--- config.mk ---
export PLATFORM = sky130hd
export DESIGN_NAME = neopixel_ctrl_arbiter
export DESIGN_NICKNAME = d
export VERILOG_FILES = /design/src/rtl/neopixel_ctrl_arbiter.sv
export SDC_FILE = /design/constraint.sdc
export NUM_CORES = 1
export LEC_CHECK = 0
export ABC_AREA = 1
export BUFFER_PORTS_ARGS = -buffer_cell sky130_fd_sc_hd__buf_2
export CAP_MARGIN = 20
export CORE_MARGIN = 5
export CORE_UTILIZATION = 30
export DETAILED_ROUTE_END_ITERATION = 8
export HOLD_SLACK_MARGIN = 0.06
export PLACE_DENSITY_LB_ADDON = 0.25
export SLEW_MARGIN = 30
export SYNTH_ARGS = -nofsm -noshare
export SYNTH_HDL_FRONTEND = slang
export SYNTH_SLANG_ARGS = --single-unit
--- constraint.sdc ---
create_clock -name ctrl_clock -period 4.05 [get_ports ctrl_clock]
set_input_delay 0.6075 -clock ctrl_clock [delete_from_list [all_inputs] [get_ports ctrl_clock]]
set_output_delay 0.6075 -clock ctrl_clock [all_outputs]
set_load 0.02 [all_outputs]
--- src/rtl/neopixel_ctrl_arbiter.sv ---
// Two-requester, burst-granular arbiter for the neopixel control write port.
// Round-robin between bursts, out-of-range writes dropped, stalled bursts revoked.
module neopixel_ctrl_arbiter #(
    parameter int unsigned C_PIXELS  = 12,
    parameter int unsigned C_TIMEOUT = 1024
) (
    input  logic        ctrl_clock,
    input  logic        ctrl_reset,
    input  logic        req0_valid,
    input  logic [31:0] req0_address,
    input  logic [31:0] req0_data,
    input  logic        req0_last,
    output logic        req0_ready,
    input  logic        req1_valid,
    input  logic [31:0] req1_address,
    input  logic [31:0] req1_data,
    input  logic        req1_last,
    output logic        req1_ready,
    output logic        ctrl_write_en,
    output logic [31:0] ctrl_address,
    output logic [31:0] ctrl_write_data,
    input  logic        ctrl_ready,
    output logic        grant_id,
    output logic        busy,
    output logic [15:0] drop_count,
    output logic [15:0] timeout_count
);
    localparam int unsigned TW = $clog2(C_TIMEOUT + 1);

    typedef enum logic {IDLE, BURST} state_t;

    state_t        state;
    logic          prio;
    logic [TW-1:0] stall_cnt;
    logic          g_valid;
    logic          g_last;
    logic [31:0]   g_address;
    logic [31:0]   g_data;
    logic          accept;
    logic          in_range;

    assign req0_ready = busy & ctrl_ready & ~grant_id;
    assign req1_ready = busy & ctrl_ready & grant_id;

    always_comb begin
        g_valid   = req0_valid;
        g_last    = req0_last;
        g_address = req0_address;
        g_data    = req0_data;
        if (grant_id) begin
            g_valid   = req1_valid;
            g_last    = req1_last;
            g_address = req1_address;
            g_data    = req1_data;
        end
    end

    assign accept   = busy & ctrl_ready & g_valid;
    assign in_range = g_address < 32'(C_PIXELS);

    always_ff @(posedge ctrl_clock) begin
        if (ctrl_reset) begin
            state           <= IDLE;
            busy            <= 1'b0;
            grant_id        <= 1'b0;
            prio            <= 1'b0;
            stall_cnt       <= '0;
            ctrl_write_en   <= 1'b0;
            ctrl_address    <= '0;
            ctrl_write_data <= '0;
            drop_count      <= '0;
            timeout_count   <= '0;
        end else begin
            ctrl_write_en <= 1'b0;
            case (state)
                IDLE: begin
                    if (req0_valid | req1_valid) begin
                        // prio only decides a tie; a lone requester always wins
                        grant_id  <= (req0_valid & req1_valid) ? prio : req1_valid;
                        state     <= BURST;
                        busy      <= 1'b1;
                        stall_cnt <= '0;
                    end
                end
                BURST: begin
                    if (accept) begin
                        stall_cnt <= '0;
                        if (in_range) begin
                            ctrl_write_en   <= 1'b1;
                            ctrl_address    <= g_address;
                            ctrl_write_data <= g_data;
                        end else if (drop_count != '1) begin
                            drop_count <= drop_count + 16'd1;
                        end
                        if (g_last) begin
                            state <= IDLE;
                            busy  <= 1'b0;
                            prio  <= ~grant_id;
                        end
                    end else if (!g_valid) begin
                        // backpressure with valid held is not a stall, so only !valid counts
                        if (stall_cnt == TW'(C_TIMEOUT - 1)) begin
                            state     <= IDLE;
                            busy      <= 1'b0;
                            prio      <= ~grant_id;
                            stall_cnt <= '0;
                            if (timeout_count != '1)
                                timeout_count <= timeout_count + 16'd1;
                        end else begin
                            stall_cnt <= stall_cnt + 1'b1;
                        end
                    end
                end
                default: state <= IDLE;
            endcase
        end
    end
endmodule

After elaboration in Yosys (flattened, before gate mapping)

Cells that the tools add are included.
W data, S select, Z words.

Register bits: 112
Input bits: 135
Word-level logic and storage cells: 70

$add $sub $neg: 3
Magnitude comparators: 1
Eq/ne operators: 9
Muxes and demuxes: 27
Bitwise operators: 11
Reductions and logical operators: 9

Operators by type and width:

| operator                | count |
|---|---|
| $mux W32                | 2 |
| $mux W11                | 4 |
| $add A16 B1 Y16 const B | 2 |
| $lt A32 B4 Y1 const B   | 1 |
| $ne A16 B16 Y1 const B  | 2 |
| $pmux W11 S2            | 1 |
| $mux W1                 | 18 |
| $reduce_and A4 Y1       | 3 |
| $add A11 B1 Y11 const B | 1 |
| $eq A11 B10 Y1 const B  | 1 |
| $and A1 B1 Y1           | 5 |
| $not A1 Y1              | 5 |
| $reduce_and A5 Y1       | 1 |
| $ne A2 B2 Y1 const B    | 2 |
| $pmux W1 S2             | 2 |
| $reduce_and A2 Y1       | 2 |
| $ne A3 B1 Y1 const B    | 1 |
| $ne A3 B2 Y1 const B    | 1 |
| $ne A3 B3 Y1 const B    | 1 |
| $reduce_and A3 Y1       | 1 |
| $reduce_or A3 Y1        | 1 |
| $ne A2 B1 Y1 const B    | 1 |
| $reduce_bool A2 Y1      | 1 |
| $or A1 B1 Y1            | 1 |

Longest topological paths before layout

Word-level depth: 5
Gate-level depth with buffers: 13

Worst setup path before layout

No wires, ideal clock.

Path type: register to output
Start point: reg grant_id
End point: out req0_ready
Arrival time: 1.515 ns
Required time: 3.442 ns
Path slack: 1.928 ns
Stages on the path, launching flop included: 6
Cell sequence: dfxtp_1 buf_4 buf_2 buf_2 buf_1 nor2_1

Longest elaborated chain between the ends: 2

RTL lines:

| item                   | RTL line | source |
|---|---|---|
| from (decl)            | 23       | `output logic grant_id,` |
| from (signal assigned) | 79       | `grant_id <= (req0_valid & req1_valid) ? prio : req1_valid;` |
| $not A1 Y1             | 42       | `assign req0_ready = busy & ctrl_ready & ~grant_id;` |
| $and A1 B1 Y1          | 42       |  |
| to (decl)              | 13       | `output logic req0_ready,` |

Every way passes these cells.

Worst setup path after layout

Start point: reg grant_id
End point: reg ctrl_write_data[16]

Longest elaborated chain between the ends: 3

RTL lines:

| item                                                  | RTL line | source |
|---|---|---|
| $mux W32 / $mux W1 (equally long branches)            | 50       | `if (grant_id) begin` |
| $lt A32 B4 Y1 / $and A1 B1 Y1 (equally long branches) | 59, 58   |  |
| $reduce_and A3 Y1 (no source line)                    | --       |  |
| to (signal assigned)                                  | 91       | `ctrl_write_data <= g_data;` |
| to (decl)                                             | 21       | `output logic [31:0] ctrl_write_data,` |

Parallel ways exist; a longest one is shown, timed or not.
A chain may end at the register's enable or synchronous reset.

==> impl_metrics.toml <==
[run_status]
outcome = "complete, no violations"

[critical_path]
path_class = "reg2reg"
cp_slowest_cell = "sky130_fd_sc_hd__buf_4"
largest_driver_fanout_on_the_critical_path = 75
rr_startpoint = "grant_id"
critical_path_arrival_ns = 2.99
worst-path-stages = 11
crit_path_end_kind = "flip-flop"
crit_chain = "buf_4 > nand2_1 > nand2_1 > nand2_1 > nor2_1 > nand2_1 > nor2_2 > nand2_2 > buf_4 > nor3_1 > nor2_1"
path_delay_family = "simple AND/OR/NAND/NOR gates"
timing.critical_path.required_ns = 4.29
critical_path.n_buffers_inverters = 2
critical-path-top-cell-by-count = "sky130_fd_sc_hd__nand2_1"
worst-r2r-cell-count = 11
regToRegSetupSlack_ns = 1.31
r2r-end = "ctrl_write_data[16]"
cpPeakStageDelay_ns = 0.59
start_kind = "flip-flop"

[layout]
share_of_final_layout_standard_cells_stronger_than_drive_strength_1_pct = 22.62
nets = 1340
diodes = 0
finalNonFillerCells = 1472
n_fill_cell = 2188
area_overhead_of_the_layout_relative_to_synthesis_pct = 27.35

[die]
die-area_um2 = 23050
floorplan.initialDensity_pct = 30.70
core_outline_area_um2 = 19650
fp-row-count = 51
design.portCount = 236
die_h_um = 151.8
die_width_um = 151.8

[synthesis]
synth_compound_area_share_pct = 4.915
synth.lib_cells_used.distinct = 32
post-synth-top-count-cell = "sky130_fd_sc_hd__nand2_1"
synth.largest_area_cell = "sky130_fd_sc_hd__dfxtp_1"
synth-edff-count = 0
synth_mux_area_share_pct = 0
synth_xor_area_share_pct = 4.065
synth_ff_type = "sky130_fd_sc_hd__dfxtp_1"
postSynthRegisterBits = 112
most_frequent_cells_after_synthesis = "405 x sky130_fd_sc_hd__nand2_1, 123 x sky130_fd_sc_hd__inv_1, 112 x sky130_fd_sc_hd__dfxtp_1, 112 x sky130_fd_sc_hd__nor2_1, 46 x sky130_fd_sc_hd__nor3_1"
post-synth-top-area-fraction_pct = 37.16
async_reset_ff_share_pct = 0
biggest_area_contributors_in_the_synthesized_netlist = "sky130_fd_sc_hd__dfxtp_1 37%, sky130_fd_sc_hd__nand2_1 25%, sky130_fd_sc_hd__inv_1 7.7%"
netlist_instances = 991
synth-simple-area-share_pct = 41.58
postSynthNetCount = 1129
synth.cell_area_um2 = 6033
ys_warn_count = 0
sequential_area_share_after_synthesis_pct = 37.16
synth.avg_cell_area_um2 = 6.088
synth_adder_area_share_pct = 0.6221
main_combinational_cell_family_by_area_after_synthesis = "simple AND/OR/NAND/NOR gates"

[route]
dr_total_vias = 6371
dr.pass1.iters = 4
drt_iter0_drc = 250
postRouteWirelength_mm = 19.08
routedWlPerCell_um = 12.96
drt.antenna.violating_nets = 0
route.detailed.drc = 0
vias_per_cell = 4.328

[sta]
period_share_pct = 67.77
timing.hold.ws_ns = 0.4356
worst_slew_pin_slew_ns = 0.7542
grt_setup_unrepaired = "false"
setup_ws_ns = 1.305
final.setup_skew_ns = 0.008181
finalMaxSlewViolations = 0
min_clock_period_post_route_ns = 2.745
clock.fmax_ghz = 0.3643
finalSetupViolCount = 0
setup-tns-final_ns = 0
relSlewSlack_pct = 49.72
finalHoldViolations = 0

[hold_path]
worstHoldPathCells = 2
hold_ep = "ctrl_address[23]"
holdCritPathClass = "reg2reg"
worst_hold_startpoint = "ctrl_address[23]"

[clocking]
post_cts_hold_buffer_count = 0
post_cts.resized_instances = 0
clockBufferDepth = 2
cts_tree = "built"
htree_num_levels = 3
cts_setup_buffers = 0
clock_latency_ns = 0.35
cts.root.buffer_cell = "sky130_fd_sc_hd__clkbuf_16"
worst_setup_hold_path_clk_slew_ns = 0.07
tritoncts.num_buffers = 9
clock_sink_count = 112

[place]
dp.final_hpwl_mm = 14.07
final_weighted_congestion_in_routability_driven_placement = 0.8749
pre_cts_slack_ns = 1.278
dpl.cell_count = 1456
port-buffer-count = 235

[global_routing]
grt_first_pass_wirelength_mm = 30.69
gr-usage-all-layers_pct = 15.97
largest_net_degree_at_the_start_of_global_routing = 76
grt_pass1_vias = 6008
grt_antenna_before_repair = 1
global_route.overflow_total = 0

[power]
power.static_leakage_nw = 4.055
vdd_ir_drop_max_uv = 192.2
power-per-cell-area_nw_per_um2 = 292.1

[run]
drv_cap = 0
## how the worst max path moves through the flow
stage                        start             endpoint  slack, ns
after detailed placement  grant_id  ctrl_write_data[16]       1.28
after global routing      grant_id  ctrl_write_data[14]       0.95
after global placement    grant_id   ctrl_write_data[1]       1.32
after floorplan           grant_id           req0_ready       1.93
after CTS                 grant_id  ctrl_write_data[16]       1.27
final                     grant_id  ctrl_write_data[16]       1.31
## final cells by class
type | count | area, um2 | share of cell area (%)
Clock buffer | 12 | 246.5 | 3.208
Multi-Input combinational cell | 708 | 3088 | 40.19
Timing Repair Buffer | 244 | 1244 | 16.19
Tap cell | 265 | 331.6 | 4.315
Clock inverter | 4 | 52.55 | 0.6839
Inverter | 127 | 478.0 | 6.220
Sequential cell | 112 | 2243 | 29.20
## logic make-up after synthesis
family	after synthesis
buffers and inverters	171
AO/OA/AOI/OAI	55
flip-flops	112
XOR/XNOR	28
adder cells (fa/ha/maj)	3
AND/OR/NAND/NOR	622
## metrics by stage
step / cell area [um2] / power (mW) / util [%]
after floorplan: 6033 / 1.265 / -
after global placement: 7385 / 1.367 / 37.57
after detailed placement: 7385 / 1.367 / 37.57
after CTS: 7684 / 2.289 / 39.09
after global routing: 7684 / 2.363 / 39.09
final: 7684 / 2.245 / 39.09
## flip-flops by register name, summed over array words and instances (netlist names)
register / count
ctrl_address: 32
ctrl_write_data: 32
drop_count: 16
timeout_count: 16
stall_cnt: 11
busy: 1
ctrl_write_en: 1
grant_id: 1
prio: 1
state: 1
## per-layer routing
metal	share of wire (%)	wire length, um	vias up	GRT usage, %
met2	45	8496	210	25.47
met4	2.3	433	2	6.036
met3	8.0	1525	30	5.368
li1	-	-	3415	-
met1	45	8607	2714	20.04
met5	0.068	13	-	0
## cell usage in the layout, fill, tap and decap left out, types with 5 or more instances in the layout
master                      netlist  routed
sky130_fd_sc_hd__nand2_1        405     405
sky130_fd_sc_hd__buf_2           15     235
sky130_fd_sc_hd__inv_1          123     123
sky130_fd_sc_hd__nor2_1         112     112
sky130_fd_sc_hd__dfxtp_1        112     111
sky130_fd_sc_hd__nor3_1          46      46
sky130_fd_sc_hd__nand3_1         39      39
sky130_fd_sc_hd__a21oi_1         38      38
sky130_fd_sc_hd__xor2_1          22      22
sky130_fd_sc_hd__nand4_1          9       9
sky130_fd_sc_hd__clkbuf_16        0       9
sky130_fd_sc_hd__buf_4            3       9
sky130_fd_sc_hd__xnor2_1          6       6
sky130_fd_sc_hd__o21ai_0          5       5
## power by group
part,switching [mW],leakage [nW],total (mW),internal [mW]
logic,0.136,3.01,0.227,0.0910
registers,0.00556,0.903,1.11,1.11
clock network,0.406,0.147,0.907,0.500
total,0.548,4.06,2.24,1.70
## worst min-delay path, stage by stage, from the launching register on
cell	delay, ns
sky130_fd_sc_hd__dfxtp_1	0.31
sky130_fd_sc_hd__nand2_1	0.06
sky130_fd_sc_hd__nor2_1	0.03
No activity file was read; power rests on OpenSTA's default activity.
